$ cat config.mk
export PLATFORM = sky130hd
export DESIGN_NAME = pipe_stage_chain
export DESIGN_NICKNAME = d
export VERILOG_FILES = /design/src/rtl/pipe_pkg.sv /design/src/rtl/pipe_skid_slot.sv /design/src/rtl/pipe_stage_chain.sv
export SDC_FILE = /design/constraint.sdc
export NUM_CORES = 1
export LEC_CHECK = 0
export ABC_CLOCK_PERIOD_IN_PS = 1800
export BUFFER_PORTS_ARGS = -buffer_cell sky130_fd_sc_hd__buf_2
export CORE_MARGIN = 2
export CORE_UTILIZATION = 48
export DETAILED_ROUTE_END_ITERATION = 7
export PLACE_DENSITY = 0.75
export SETUP_SLACK_MARGIN = 0.1
export SKIP_LAST_GASP = 1
export SYNTH_ARGS = -nofsm -noshare
export SYNTH_HDL_FRONTEND = slang
export SYNTH_SLANG_ARGS = --single-unit
$ cat constraint.sdc
create_clock -name clk_i -period 1.8 [get_ports clk_i]
set_input_delay 0.36 -clock clk_i [delete_from_list [all_inputs] [get_ports clk_i]]
set_output_delay 0.36 -clock clk_i [all_outputs]
set_load 0.01 [all_outputs]
$ cat src/rtl/pipe_pkg.sv
// Shared types and helpers for the valid/ready pipeline stage chain.
// Latency: n/a (types and constant functions only).
// Backpressure: n/a.
package pipe_pkg;

    // Per-slot occupancy. The encoding 2'd3 is never produced and is recovered as EMPTY.
    typedef enum logic [1:0] {
        SLOT_EMPTY = 2'd0,
        SLOT_BUSY  = 2'd1,
        SLOT_FULL  = 2'd2
    } slot_state_t;

    // Width of a counter able to hold 0..2*stages beats.
    function automatic int count_width(input int stages);
        return $clog2(2 * stages + 1);
    endfunction

endpackage

$ cat src/rtl/pipe_skid_slot.sv
// One valid/ready stage: main register M plus skid register S, with a registered ready.
// Latency: 1 cycle from input transfer to out_data when the slot was empty or draining.
// Backpressure: absorbs one extra beat in S; in_ready drops only when both M and S hold data.
// Optional flush port enabled by `define PIPE_STAGE_FLUSH_EN.
module pipe_skid_slot
    import pipe_pkg::*;
#(
    parameter int WIDTH = 32
) (
    input  logic             clk_i,
    input  logic             rst_n,
`ifdef PIPE_STAGE_FLUSH_EN
    input  logic             flush,
`endif
    input  logic             in_valid,
    output logic             in_ready,
    input  logic [WIDTH-1:0] in_data,
    output logic             out_valid,
    input  logic             out_ready,
    output logic [WIDTH-1:0] out_data
);

    slot_state_t      state;
    slot_state_t      state_nxt;
    logic [WIDTH-1:0] main_q;
    logic [WIDTH-1:0] skid_q;
    logic             in_xfer;
    logic             out_xfer;
    logic             load_main_in;
    logic             load_main_skid;
    logic             load_skid;

    // State register; illegal encodings fall back to EMPTY through the next-state logic.
    always_ff @(posedge clk_i or negedge rst_n) begin
        if (!rst_n) begin
            state <= SLOT_EMPTY;
        end else begin
            state <= state_nxt;
        end
    end

    // Next-state: occupancy moves by +1 on input-only, -1 on output-only transfers.
    always_comb begin
        state_nxt = state;
        case (state)
            SLOT_BUSY: begin
                if (in_xfer && !out_xfer) begin
                    state_nxt = SLOT_FULL;
                end else if (!in_xfer && out_xfer) begin
                    state_nxt = SLOT_EMPTY;
                end else begin
                    state_nxt = SLOT_BUSY;
                end
            end
            SLOT_FULL: begin
                state_nxt = out_xfer ? SLOT_BUSY : SLOT_FULL;
            end
            default: begin
                state_nxt = in_xfer ? SLOT_BUSY : SLOT_EMPTY;
            end
        endcase
`ifdef PIPE_STAGE_FLUSH_EN
        if (flush) begin
            state_nxt = SLOT_EMPTY;
        end
`endif
    end

    // Outputs and register load enables, decoded from state only so ready stays registered.
    always_comb begin
        in_ready       = (state != SLOT_FULL);
        out_valid      = (state == SLOT_BUSY) || (state == SLOT_FULL);
        in_xfer        = in_valid && in_ready;
        out_xfer       = out_valid && out_ready;
        load_main_in   = in_xfer && ((state != SLOT_BUSY) || out_xfer);
        load_skid      = in_xfer && (state == SLOT_BUSY) && !out_xfer;
        load_main_skid = (state == SLOT_FULL) && out_xfer;
`ifdef PIPE_STAGE_FLUSH_EN
        // A flushed beat must never be captured; data registers simply hold.
        if (flush) begin
            load_main_in   = 1'b0;
            load_skid      = 1'b0;
            load_main_skid = 1'b0;
        end
`endif
    end

    // Payload registers: hold whenever nothing loads them, so out_data never glitches.
    always_ff @(posedge clk_i or negedge rst_n) begin
        if (!rst_n) begin
            main_q <= '0;
            skid_q <= '0;
        end else begin
            if (load_main_in) begin
                main_q <= in_data;
            end else if (load_main_skid) begin
                main_q <= skid_q;
            end
            if (load_skid) begin
                skid_q <= in_data;
            end
        end
    end

    assign out_data = main_q;

endmodule

$ cat src/rtl/pipe_stage_chain.sv
// Chain of STAGES skid-buffered valid/ready stages with an occupancy counter.
// Latency: beat accepted at edge n is on out_data_o after edge n+STAGES-1; 1 beat/cycle sustained.
// Backpressure: holds up to 2*STAGES beats, then in_ready_o drops; flush via `define PIPE_STAGE_FLUSH_EN.
module pipe_stage_chain
    import pipe_pkg::*;
#(
    parameter int WIDTH  = 32,
    parameter int STAGES = 1
) (
    input  logic                               clk_i,
    input  logic                               rst_n,
    input  logic                               in_valid_i,
    output logic                               in_ready_o,
    input  logic [WIDTH-1:0]                   in_data_i,
    output logic                               out_valid_o,
    input  logic                               out_ready_i,
    output logic [WIDTH-1:0]                   out_data_o,
`ifdef PIPE_STAGE_FLUSH_EN
    input  logic                               flush_i,
`endif
    output logic [$clog2(2*STAGES+1)-1:0]      count_o
);

    localparam int            CW      = count_width(STAGES);
    localparam logic [CW-1:0] CNT_MAX = CW'(2 * STAGES);

    // Index k is the input side of stage k; index STAGES is the chain output.
    logic             vld [STAGES+1];
    logic             rdy [STAGES+1];
    logic [WIDTH-1:0] dat [STAGES+1];
    logic [CW-1:0]    count_q;
    logic             in_xfer;
    logic             out_xfer;

    assign vld[0]      = in_valid_i;
    assign dat[0]      = in_data_i;
    assign in_ready_o  = rdy[0];
    assign out_valid_o = vld[STAGES];
    assign out_data_o  = dat[STAGES];
    assign rdy[STAGES] = out_ready_i;

    for (genvar k = 0; k < STAGES; k++) begin : g_stage
        pipe_skid_slot #(
            .WIDTH(WIDTH)
        ) u_slot (
            .clk_i    (clk_i),
            .rst_n    (rst_n),
`ifdef PIPE_STAGE_FLUSH_EN
            .flush    (flush_i),
`endif
            .in_valid (vld[k]),
            .in_ready (rdy[k]),
            .in_data  (dat[k]),
            .out_valid(vld[k+1]),
            .out_ready(rdy[k+1]),
            .out_data (dat[k+1])
        );
    end

    assign in_xfer  = in_valid_i && in_ready_o;
    assign out_xfer = out_valid_o && out_ready_i;

    // Occupancy: +1 per accepted beat, -1 per delivered beat, clamped to 0..2*STAGES.
    always_ff @(posedge clk_i or negedge rst_n) begin
        if (!rst_n) begin
            count_q <= '0;
`ifdef PIPE_STAGE_FLUSH_EN
        end else if (flush_i) begin
            count_q <= '0;
`endif
        end else if (in_xfer && !out_xfer && (count_q != CNT_MAX)) begin
            count_q <= count_q + CW'(1);
        end else if (out_xfer && !in_xfer && (count_q != '0)) begin
            count_q <= count_q - CW'(1);
        end
    end

    assign count_o = count_q;

endmodule

[After elaboration in Yosys (flattened, before gate mapping)]
Index checks and enable logic that the tools add are counted.
Word-level totals
  bits in latches: 0
  ROM bits: 0
  register bits after elaboration: 68
  word-level logic and storage cells: 37
  output and inout port bits: 36
  memories: 0
  memory bits (writable): 0
  input bits: 36
Cells by class
  muxes and demuxes: 9
  eq/ne operators: 5
  divide/modulo/power cells: 0
  order comparisons: 0
  multiply operators: 0
  reductions and logical operators: 17
  bitwise gates (word level): 0
  $add $sub $neg: 2
  shifts and indexed selects: 0
Operators with widths (count)
  $mux W32: 2
  $logic_and A1 B1 Y1: 10
  $mux W2: 4
  $reduce_bool A2 Y1: 3
  $ne A2 B2 Y1 const B: 2
  $pmux W2 S2: 1
  $add A2 B1 Y2 const B: 1
  $eq A2 B1 Y1 const B: 1
  $eq A2 B2 Y1 const B: 1
  $logic_not A1 Y1: 2
  $logic_or A1 B1 Y1: 2
  $mux W1: 2
  $ne A2 B1 Y1 const B: 1
  $sub A2 B1 Y2 const B: 1

[Longest topological paths before layout]
Gate-level depths: netlist of run 1.
  depth after elaboration: 7
  mapped depth: 8
  mapped depth without buffers: 8

[By module]
Synthesis of run 1 repeated with hierarchy kept, for this count alone.
Unflattened totals
  cells, all modules: 212
  area, all modules: 3109.2 sq um
Modules (own cells, without submodules)
  pipe_skid_slot: cells each 198, times used 1, area each 2956.6 sq um
  pipe_stage_chain: cells each 14, times used 1, area each 152.6 sq um

[Worst setup path before layout of run 1]
Ideal clock, no wire load.
  path kind: flip-flop to flip-flop
  start point: reg g_stage[0].u_slot.state[0]
  end point: reg g_stage[0].u_slot.main_q[0]
  setup slack: 0.029 ns
  cell stages (with the launch flop): 8
  required time: 1.675 ns
  arrival: 1.646 ns
  library setup time: 0.125 ns
  path through: dfrtp_1 > inv_1 > ha_1 > nor2b_2 > inv_2 > a21oi_4 > buf_6 > mux2_2
Between the ends
  cells in the longest elaborated chain, start to end: 6
  elaborated cells on any way between the ends: 12
Ends and longest elaborated chain
  start: declaration: line pipe_skid_slot.sv:23  | slot_state_t state;
  start signal: assignment: line pipe_skid_slot.sv:38  | state <= state_nxt;
  $eq A2 B1 Y1 / $eq A2 B2 Y1 (equally long branches): line pipe_skid_slot.sv:72, pipe_skid_slot.sv:77
  $logic_or A1 B1 Y1: line pipe_skid_slot.sv:72  | out_valid = (state == SLOT_BUSY) || (state == SLOT_FULL);
  $logic_and A1 B1 Y1: line pipe_skid_slot.sv:74  | out_xfer = out_valid && out_ready;
  $logic_or A1 B1 Y1: line pipe_skid_slot.sv:75  | load_main_in = in_xfer && ((state != SLOT_BUSY) || out_xfer);
  $logic_and A1 B1 Y1: line pipe_skid_slot.sv:75
  $mux W32 / $reduce_bool A2 Y1 (equally long branches)
  end signal: assignment: line pipe_skid_slot.sv:95  | main_q <= in_data;
  end signal: assignment: line pipe_skid_slot.sv:97  | main_q <= skid_q;
  end: declaration: line pipe_skid_slot.sv:25  | logic [WIDTH-1:0] main_q;
Several ways; a longest one is shown, not always the timed one.
A chain may end at the register's enable or synchronous reset.

[Worst setup path in the final report of run 1]
  start point: reg g_stage[0].u_slot.state[0]
  end point: reg g_stage[0].u_slot.main_q[4]
Same word-level chain as after synthesis.

==> flow_summary.ini, run 1 <==
[status]
outcome = finished, final reports clean

[logic_synthesis]
synthesis.nets = 239
yosys_warnings = 0
synthTopCellsByArea = dfrtp_1, mux2_2, ha_1
synth_top_cell_area_share_pct = 55.9
synthDominantAreaCellType = dfrtp_1
avgSynthCellArea_um2 = 15.2
ys_types = 21
ys_ff_latch = 68
synthCells = 200
syn_area_mm2 = 0.00304
synth_seq_area_share_pct = 55.9

[layout]
seqCellArea_mm2 = 0.00170
fillerInstances = 492
syn_to_final_growth_pct = 26.7
final_cell_mix = mux2_2, buf_2, dfrtp_1
drive_gt1_share_pct = 69.0
diodes = 0
multi_input_area_mm2 = 0.00127
nets = 324
final_common_cell = mux2_2

[worst_setup_path]
critPathLaunchType = flip-flop
critPathKind = flip-flop to flip-flop
rr_worst_depth = 8
crit_arrival_ns = 1.95
end_kind = flip-flop
r2r-start = g_stage[0].u_slot.state[0]
required_ns = 2.01
critPathMaxFanout = 13
startpoint = g_stage[0].u_slot.state[0]

[place]
gp_congestion = 0.682
portBuffers = 71
pre_cts_ws_ns = 0.0265
dp_hpwl_mm = 3.62

[sta]
rsz0062_at_grt = true
tns_ns = 0
clock_skew_ns = 0.00667
hold_ws_ns = 0.0328
post-route-period-util_pct = 96.6
hold_viol = 0
setup_viol = 0
relSlewSlack_pct = 75.4
slew_violations = 0
worst_slew_pin_slew_ns = 0.369
fin_crit_ns = 1.74
fin_ws_ns = 0.0609
max_freq_mhz = 575

[power_and_ir_drop]
p_sw_mw = 2.12
powerDensity_mw_per_mm2 = 1820
p_leak_nw = 1.77
swShare_pct = 30.1
p_int_mw = 4.91
power_frac_seq_pct = 38.2
pwr-share-comb_pct = 44.0
ir_drop_mv = 0.887
p_clk_share_pct = 17.8

[grt]
grt_usage_pct = 17.4
grt_start_max_net_pins = 69
grt_pass1_vias = 2018
grt_pass1_wl_mm = 9.64
antenna_found_initial = 0
gr-total-overflow = 0

[clock_network]
clk_pin_slew_ns = 0.07
cts_root_buf = clkbuf_8
htreeDepth = 3
clock_path_buffers = 2
clk_latency_ns = 0.33
cts_num_sinks = 68
tritoncts.num_buffers = 9
cts_tree = done
cts_hold_buffers = 0

[die]
dieHeight_um = 83.6
die_area_mm2 = 0.00699
die_w_um = 83.6
fp-row-count = 29
coreArea_mm2 = 0.00624
initial_core_util_pct = 48.7
boundaryPins = 72

[detailed_routing]
firstDrtPassIters = 4
wire_per_inst_um = 14.8
vias = 1855
drc = 0
drt_iter0_drc = 48
drt-vias-per-instance = 5.05
wl_mm = 5.45
ant_nets = 0

[hold_path]
hp-class = input pin to async pin

[flow_run]
maxCapViolCount = 0
routing by layer:
layer  track usage (%)  up-vias  share of wire, %  routed length (um)
met1              22.4      922                45                2460
li1                  -      884                 -                   -
met5                 0        -                 0                   0
met4              6.60        0              0.99                  54
met2              27.6       43                49                2660
met3              5.34        6               5.0                 270
synth_stat cells:
| cell type | n |
|---|---|
| nor2b_2 | 1 |
| a21oi_1 | 3 |
| nand2b_1 | 1 |
| inv_2 | 1 |
| dfrtp_1 | 68 |
| inv_1 | 5 |
| nor2b_1 | 2 |
| buf_6 | 3 |
| a311oi_1 | 1 |
| o21ai_0 | 3 |
| nand2_1 | 2 |
| mux2_1 | 1 |
| nand3_2 | 1 |
| buf_4 | 2 |
| nand2b_4 | 1 |
| mux2_2 | 95 |
| ha_1 | 3 |
| buf_2 | 4 |
| a21oi_4 | 1 |
| a21o_1 | 1 |
| a221oi_1 | 1 |
what timing repair did:
action / 4_1_cts / 5_1_grt
resized for setup: 3 / 0
cloned: 1 / 0
pin swaps: 0 / 1
setup endpoints to repair: 41 / 62
buffers inserted: 2 / 0
per-stage QoR:
stage | power, mW | area [um^2] | util (%) | instances
2_1_floorplan | 4.73 | 3050 | - | 200
3_3_place_gp | 5.60 | 3590 | 57.6 | 348
3_5_place_dp | 5.70 | 3590 | 57.6 | 348
4_1_cts | 7.12 | 3850 | 61.8 | 367
5_1_grt | 7.54 | 3850 | 61.8 | 367
6_report | 7.02 | 3850 | 61.8 | 367
cell families after synthesis:
family          count (synthesis)  share of synthesized area (%)
compound gates                 10                           2.34
fa+ha+maj                       3                           1.23
buf+inv                        15                           3.00
simple gates                    8                           1.93
mux                            96                           35.5
flops                          68                           55.9
state kept, by name, indices dropped and copies added, names as in the netlist:
name,flops
g_stage.u_slot.state,2
g_stage.u_slot.out_data,32
count_o,2
g_stage.u_slot.skid_q,32
power groups by stage:
stage | Clock (mW) | Sequential, mW | Combinational [mW]
finish | 1.25 | 2.69 | 3.09
global route | 1.37 | 2.79 | 3.37
detailed placement | 0 | 2.72 | 2.98
floorplan | 0 | 2.85 | 1.89
global placement | 0 | 2.70 | 2.91
CTS | 1.29 | 2.70 | 3.14
worst max-delay path: stages, from the launching register on:
cell	delay, ns
dfrtp_1	0.39
inv_2	0.07
ha_4	0.22
nor2b_4	0.12
inv_2	0.07
a21oi_4	0.14
buf_12	0.13
buf_12	0.14
mux2_2	0.34
final cells by class:
type                    count  area share [%]
flip-flops and latches     68            44.1
multi-input cells         117            32.8
repair buffers             83            14.7
clock buffers              12            4.02
well taps                  77            2.50
clock inverters             4            1.23
inverters                   6           0.584
path summary, 6_finish.rpt:
| path | end | slack [ns] |
|---|---|---|
| worst max-delay path | g_stage[0].u_slot.out_data[4] | 0.06 |
| worst min-delay path | g_stage[0].u_slot.out_data[0] | 0.03 |
| worst max register to register | g_stage[0].u_slot.out_data[4] | 0.06 |
| worst min register to register | g_stage[0].u_slot.skid_q[7] | 0.49 |
| max in group asynchronous | g_stage[0].u_slot.skid_q[2] | 1.46 |
| min in group clk_i | g_stage[0].u_slot.skid_q[7] | 0.25 |
(Power assumes the default switching activity.)
==> inputs of run 2 (changes only) <==
--- a/config.mk
+++ b/config.mk
@@ -5,12 +5,13 @@
 export SDC_FILE = /design/constraint.sdc
 export NUM_CORES = 1
 export LEC_CHECK = 0
+export ABC_AREA = 1
 export ABC_CLOCK_PERIOD_IN_PS = 1800
 export BUFFER_PORTS_ARGS = -buffer_cell sky130_fd_sc_hd__buf_2
 export CORE_MARGIN = 2
-export CORE_UTILIZATION = 48
+export CORE_UTILIZATION = 49
 export DETAILED_ROUTE_END_ITERATION = 7
-export PLACE_DENSITY = 0.75
+export PLACE_DENSITY = 0.76
 export SETUP_SLACK_MARGIN = 0.1
 export SKIP_LAST_GASP = 1
 export SYNTH_ARGS = -nofsm -noshare
==> flow_summary.ini, run 2 <==
[status]
outcome = finished, final reports clean

[die]
boundaryPins = 72
die_w_um = 86.8
die_area_mm2 = 0.00754
initial_core_util_pct = 50.0
coreArea_mm2 = 0.00672
dieHeight_um = 86.8
fp-row-count = 30

[layout]
drive_gt1_share_pct = 21.6
design_area_mm2 = 0.00409
diodes = 0
nets = 563
syn_to_final_growth_pct = 21.6
final_common_cell = nand2_1
final_cell_mix = nand2_1, buf_2, dfrtp_1

[sta]
max_freq_mhz = 619
worst_slew_pin_slew_ns = 0.381
tns_ns = 0
clock_skew_ns = 0.00836
setup_viol = 0
hold_viol = 0
rsz0062_at_grt = false
fin_crit_ns = 1.62
relSlewSlack_pct = 74.6
post-route-period-util_pct = 89.8
slew_violations = 0

[worst_setup_path]
required_ns = 1.44
path_cells = inv_2 -> ha_4 -> inv_2 -> buf_2
r2r-start = g_stage[0].u_slot.state[0]
end_kind = output pin
crit_top_cell = inv_2
cp_slowest_cell = dfrtp_1
max_stage_delay_ns = 0.40
startpoint = g_stage[0].u_slot.state[0]
critPathLaunchType = flip-flop
critPathMaxFanout = 4
rr_worst_depth = 10
crit_arrival_ns = 1.26
critPathKind = flip-flop to output pin

[clock_network]
cts_hold_buffers = 0
cts_root_buf = clkbuf_8
cts_num_sinks = 68
post-cts-setup-buffers = 0
clock_path_buffers = 2
htreeDepth = 3
cts_resized = 0
cts_tree = done
clk_pin_slew_ns = 0.08
clk_latency_ns = 0.34
tritoncts.num_buffers = 9

[power_and_ir_drop]
swShare_pct = 41.3
power_frac_seq_pct = 37.1
p_int_mw = 4.27
ir_drop_mv = 0.840
p_sw_mw = 3.00
p_leak_nw = 2.31
pwr-share-comb_pct = 45.1
powerDensity_mw_per_mm2 = 1780
p_clk_share_pct = 17.8

[place]
dpl_cell_area_mm2 = 0.00384
gp_congestion = 0.754
portBuffers = 71
dp_hpwl_mm = 5.06

[logic_synthesis]
syn_area_mm2 = 0.00336
synthTopCellsByArea = dfrtp_1, nand2_1, nand3_1
synthCells = 455
synth.most_common_cell = nand2_1
synth_flop_cell = dfrtp_1
yosys_warnings = 0
synth_seq_area_share_pct = 50.6
ys_top_cells_by_count = nand2_1, dfrtp_1, nand3_1
synthesis.nets = 494
ys_types = 19
avgSynthCellArea_um2 = 7.39
synthDominantAreaCellType = dfrtp_1
synthArstFlopShare_pct = 100
ys_ff_latch = 68
synth_top_cell_area_share_pct = 50.6
synth-edff-count = 0

[grt]
gr-total-overflow = 0
grt_pass1_vias = 3044
antenna_found_initial = 0
grt_pass1_wl_mm = 13.9
grt_usage_pct = 23.2
grt_start_max_net_pins = 69

[detailed_routing]
ant_nets = 0
drc = 0
vias = 3074
drt_iter0_drc = 238
wire_per_inst_um = 13.4
drt-vias-per-instance = 5.05
wl_mm = 8.16
firstDrtPassIters = 4

[flow_run]
maxCapViolCount = 0

[hold_path]
hp-class = input pin to async pin
-- run 2: logic make-up after synthesis --
group / count (synthesis) / share of synthesized area [%]
DFF: 68 / 50.6
adders and majority gates: 3 / 1.12
and+or+nand+nor: 278 / 34.2
buffers and inverters: 70 / 8.67
AOI/OAI and AO/OA: 36 / 5.40
-- run 2: routing by layer --
metal | GRT usage, % | up-vias | routed length [um]
li1 | - | 1549 | -
met3 | 6.67 | 8 | 455
met1 | 30.8 | 1416 | 3750
met4 | 5.40 | 0 | 80
met5 | 0 | - | 0
met2 | 37.6 | 101 | 3870
-- run 2: worst max-delay path: cells and delay by family, from the launching register on --
family,cells,cell delay [ns]
fa+ha+maj,1,0.21
flops,1,0.40
buf+inv,3,0.31
-- run 2: power by group through the flow --
| stage | Combinational [mW] | Sequential (mW) | Clock, mW |
|---|---|---|---|
| after CTS | 3.18 | 2.69 | 1.33 |
| final | 3.28 | 2.70 | 1.30 |
| after floorplan | 1.94 | 2.84 | 0 |
| after detailed placement | 3.16 | 2.71 | 0 |
| after global placement | 3.05 | 2.69 | 0 |
| after global routing | 3.74 | 2.80 | 1.39 |
-- run 2: path summary, 6_finish.rpt --
path                                                  endpoint  slack (ns)
worst max-delay path                               out_valid_o        0.18
worst min-delay path             g_stage[0].u_slot.out_data[4]        0.04
worst max register to register  g_stage[0].u_slot.out_data[12]        0.23
worst min register to register     g_stage[0].u_slot.skid_q[9]        0.49
max in group asynchronous       g_stage[0].u_slot.out_data[26]        1.48
min in group clk_i                g_stage[0].u_slot.skid_q[13]        0.23
-- run 2: layout make-up --
cell class	instances	area [um^2]
Clock inverter	4	47.5
Timing Repair Buffer	86	543
Sequential cell	68	1700
Inverter	42	158
Fill cell	627	2630
Tap cell	80	100
Multi-Input combinational cell	317	1380
Clock buffer	12	155
-- run 2: through the flow --
step | total power, mW | setup slack [ns] | cells | hold WS, ns | util [%]
after floorplan | 4.79 | 0.206 | 455 | 0.0644 | -
after global placement | 5.74 | 0.239 | 592 | 0.414 | 57.1
after detailed placement | 5.87 | 0.164 | 592 | 0.412 | 57.1
after CTS | 7.20 | 0.104 | 608 | 0.0427 | 60.1
after global routing | 7.93 | 0.118 | 609 | 0.0472 | 60.8
final | 7.28 | 0.184 | 609 | 0.0358 | 60.8
==> inputs of run 3 (changes only) <==
--- a/config.mk
+++ b/config.mk
@@ -8,6 +8,8 @@
 export ABC_AREA = 1
 export ABC_CLOCK_PERIOD_IN_PS = 1800
 export BUFFER_PORTS_ARGS = -buffer_cell sky130_fd_sc_hd__buf_2
+export CAP_MARGIN = 25
+export CORE_ASPECT_RATIO = 1.1
 export CORE_MARGIN = 2
 export CORE_UTILIZATION = 49
 export DETAILED_ROUTE_END_ITERATION = 7
==> flow_summary.ini, run 3 (synthesis results as in run 2) <==
[status]
outcome = finished, final reports clean

[sta]
max_freq_mhz = 627
worst_slew_pin_slew_ns = 0.479
fin_crit_ns = 1.59
hold_viol = 0
fin_ws_ns = 0.205
post-route-period-util_pct = 88.6
setup_viol = 0
clock_skew_ns = 0.00898
relSlewSlack_pct = 68.0
slew_violations = 0
rsz0062_at_grt = false
tns_ns = 0

[flow_run]
maxCapViolCount = 0

[die]
die_area_mm2 = 0.00754
initial_core_util_pct = 50.7
dieHeight_um = 90.9
die_w_um = 83.0
fp-row-count = 31
boundaryPins = 72
coreArea_mm2 = 0.00663

[worst_setup_path]
end_kind = output pin
path_cells = inv_1 -> ha_4 -> inv_2 -> buf_2
r2r-start = g_stage[0].u_slot.state[1]
rr_worst_depth = 9
crit_arrival_ns = 1.23
critPathLaunchType = flip-flop
critPathTopFamily = flip-flops
critPathMaxFanout = 4
r2r-end = g_stage[0].u_slot.out_data[28]
max_stage_delay_ns = 0.38
critPathKind = flip-flop to output pin
crit_buf_inv = 3
startpoint = g_stage[0].u_slot.state[0]
regToRegSetupSlack_ns = 0.25
cp_slowest_cell = dfrtp_1
required_ns = 1.44

[clock_network]
clk_pin_slew_ns = 0.08
tritoncts.num_buffers = 9
htreeDepth = 3
clock_path_buffers = 2
cts_root_buf = clkbuf_8
cts_tree = done
clk_latency_ns = 0.34
cts_num_sinks = 68

[layout]
final_common_cell = nand2_1
multi_input_area_mm2 = 0.00139
seqCellArea_mm2 = 0.00170
drive_gt1_share_pct = 22.3
fillerInstances = 597
final_cell_mix = nand2_1, buf_2, dfrtp_1
fin_cells = 619
syn_to_final_growth_pct = 24.8
diodes = 0
nets = 571

[hold_path]
hp-start = in_data_i[3]
hp-class = input pin to flip-flop
hold_depth = 3
timing.hold.worst_endpoint = g_stage[0].u_slot.skid_q[3]

[place]
gp_congestion = 0.768
pre_cts_ws_ns = 0.191
portBuffers = 71
dp_hpwl_mm = 5.07
placed_cells = 596

[power_and_ir_drop]
ir_drop_mv = 0.925
p_leak_nw = 2.37
powerDensity_mw_per_mm2 = 1800

[grt]
antenna_found_initial = 0
grt_start_max_net_pins = 53
busiest_layer = met2
grt_pass1_wl_mm = 13.7
use_met1_pct = 29.1
grt_use_met2_pct = 35.5
grt_pass1_vias = 2997
use_met3_pct = 5.39
gr-total-overflow = 0
grt_usage_pct = 22.2

[detailed_routing]
vias = 3146
firstDrtPassIters = 5
wl_mm = 8.22
drt_iter0_drc = 343
drc = 0
wire_per_inst_um = 13.3
ant_nets = 0
drt-vias-per-instance = 5.08
## run 3: worst max path at each step
stage | to | slack [ns] | depth (start not counted)
floorplan | count_o[0] | 0.21 | 11
global placement | count_o[0] | 0.23 | 10
detailed placement | count_o[0] | 0.19 | 10
CTS | out_valid_o | 0.14 | 4
global route | g_stage[0].u_slot.out_data[30] | 0.14 | 9
finish | out_valid_o | 0.21 | 4
## run 3: area by class of cell
type / instances / share of cell area [%]
Clock inverter: 3 / 1.61
Multi-Input combinational cell: 317 / 33.2
Clock buffer: 13 / 4.03
Inverter: 42 / 3.76
Tap cell: 82 / 2.45
Sequential cell: 68 / 40.6
Timing Repair Buffer: 94 / 14.4
## run 3: worst reg2reg max path, delay by kind of cell (launching register included)
kind	cells	cell delay [ns]
simple gates	6	0.49
flops	1	0.41
fa+ha+maj	1	0.29
buf+inv	2	0.26
## run 3: what timing repair did
item                       in CTS  in global routing
buffers inserted                0                  3
hold endpoints to repair       33                  0
setup endpoints to repair       0                 30
resized for setup               0                  6
hold buffers                    1                  0
## run 3: metrics by stage
| step | power [mW] | hold WS, ns | utilization (%) | instance area (um^2) |
|---|---|---|---|---|
| global placement | 5.71 | 0.349 | 57.8 | 3830 |
| detailed placement | 5.82 | 0.350 | 57.8 | 3830 |
| CTS | 7.29 | 0.226 | 61.5 | 4080 |
| finish | 7.53 | 0.233 | 63.3 | 4200 |
| global route | 8.19 | 0.235 | 63.3 | 4200 |
| floorplan | 4.79 | 0.0644 | - | 3360 |
## run 3: routing by layer
metal	vias up	routed length, um
met1	1455	3570
met5	-	0
li1	1564	-
met3	11	539
met2	116	3980
met4	0	129
## run 3: power by group
part / switching (mW) / internal, mW
registers: 0.377 / 2.30
clock network: 0.563 / 0.895
logic: 2.07 / 1.33
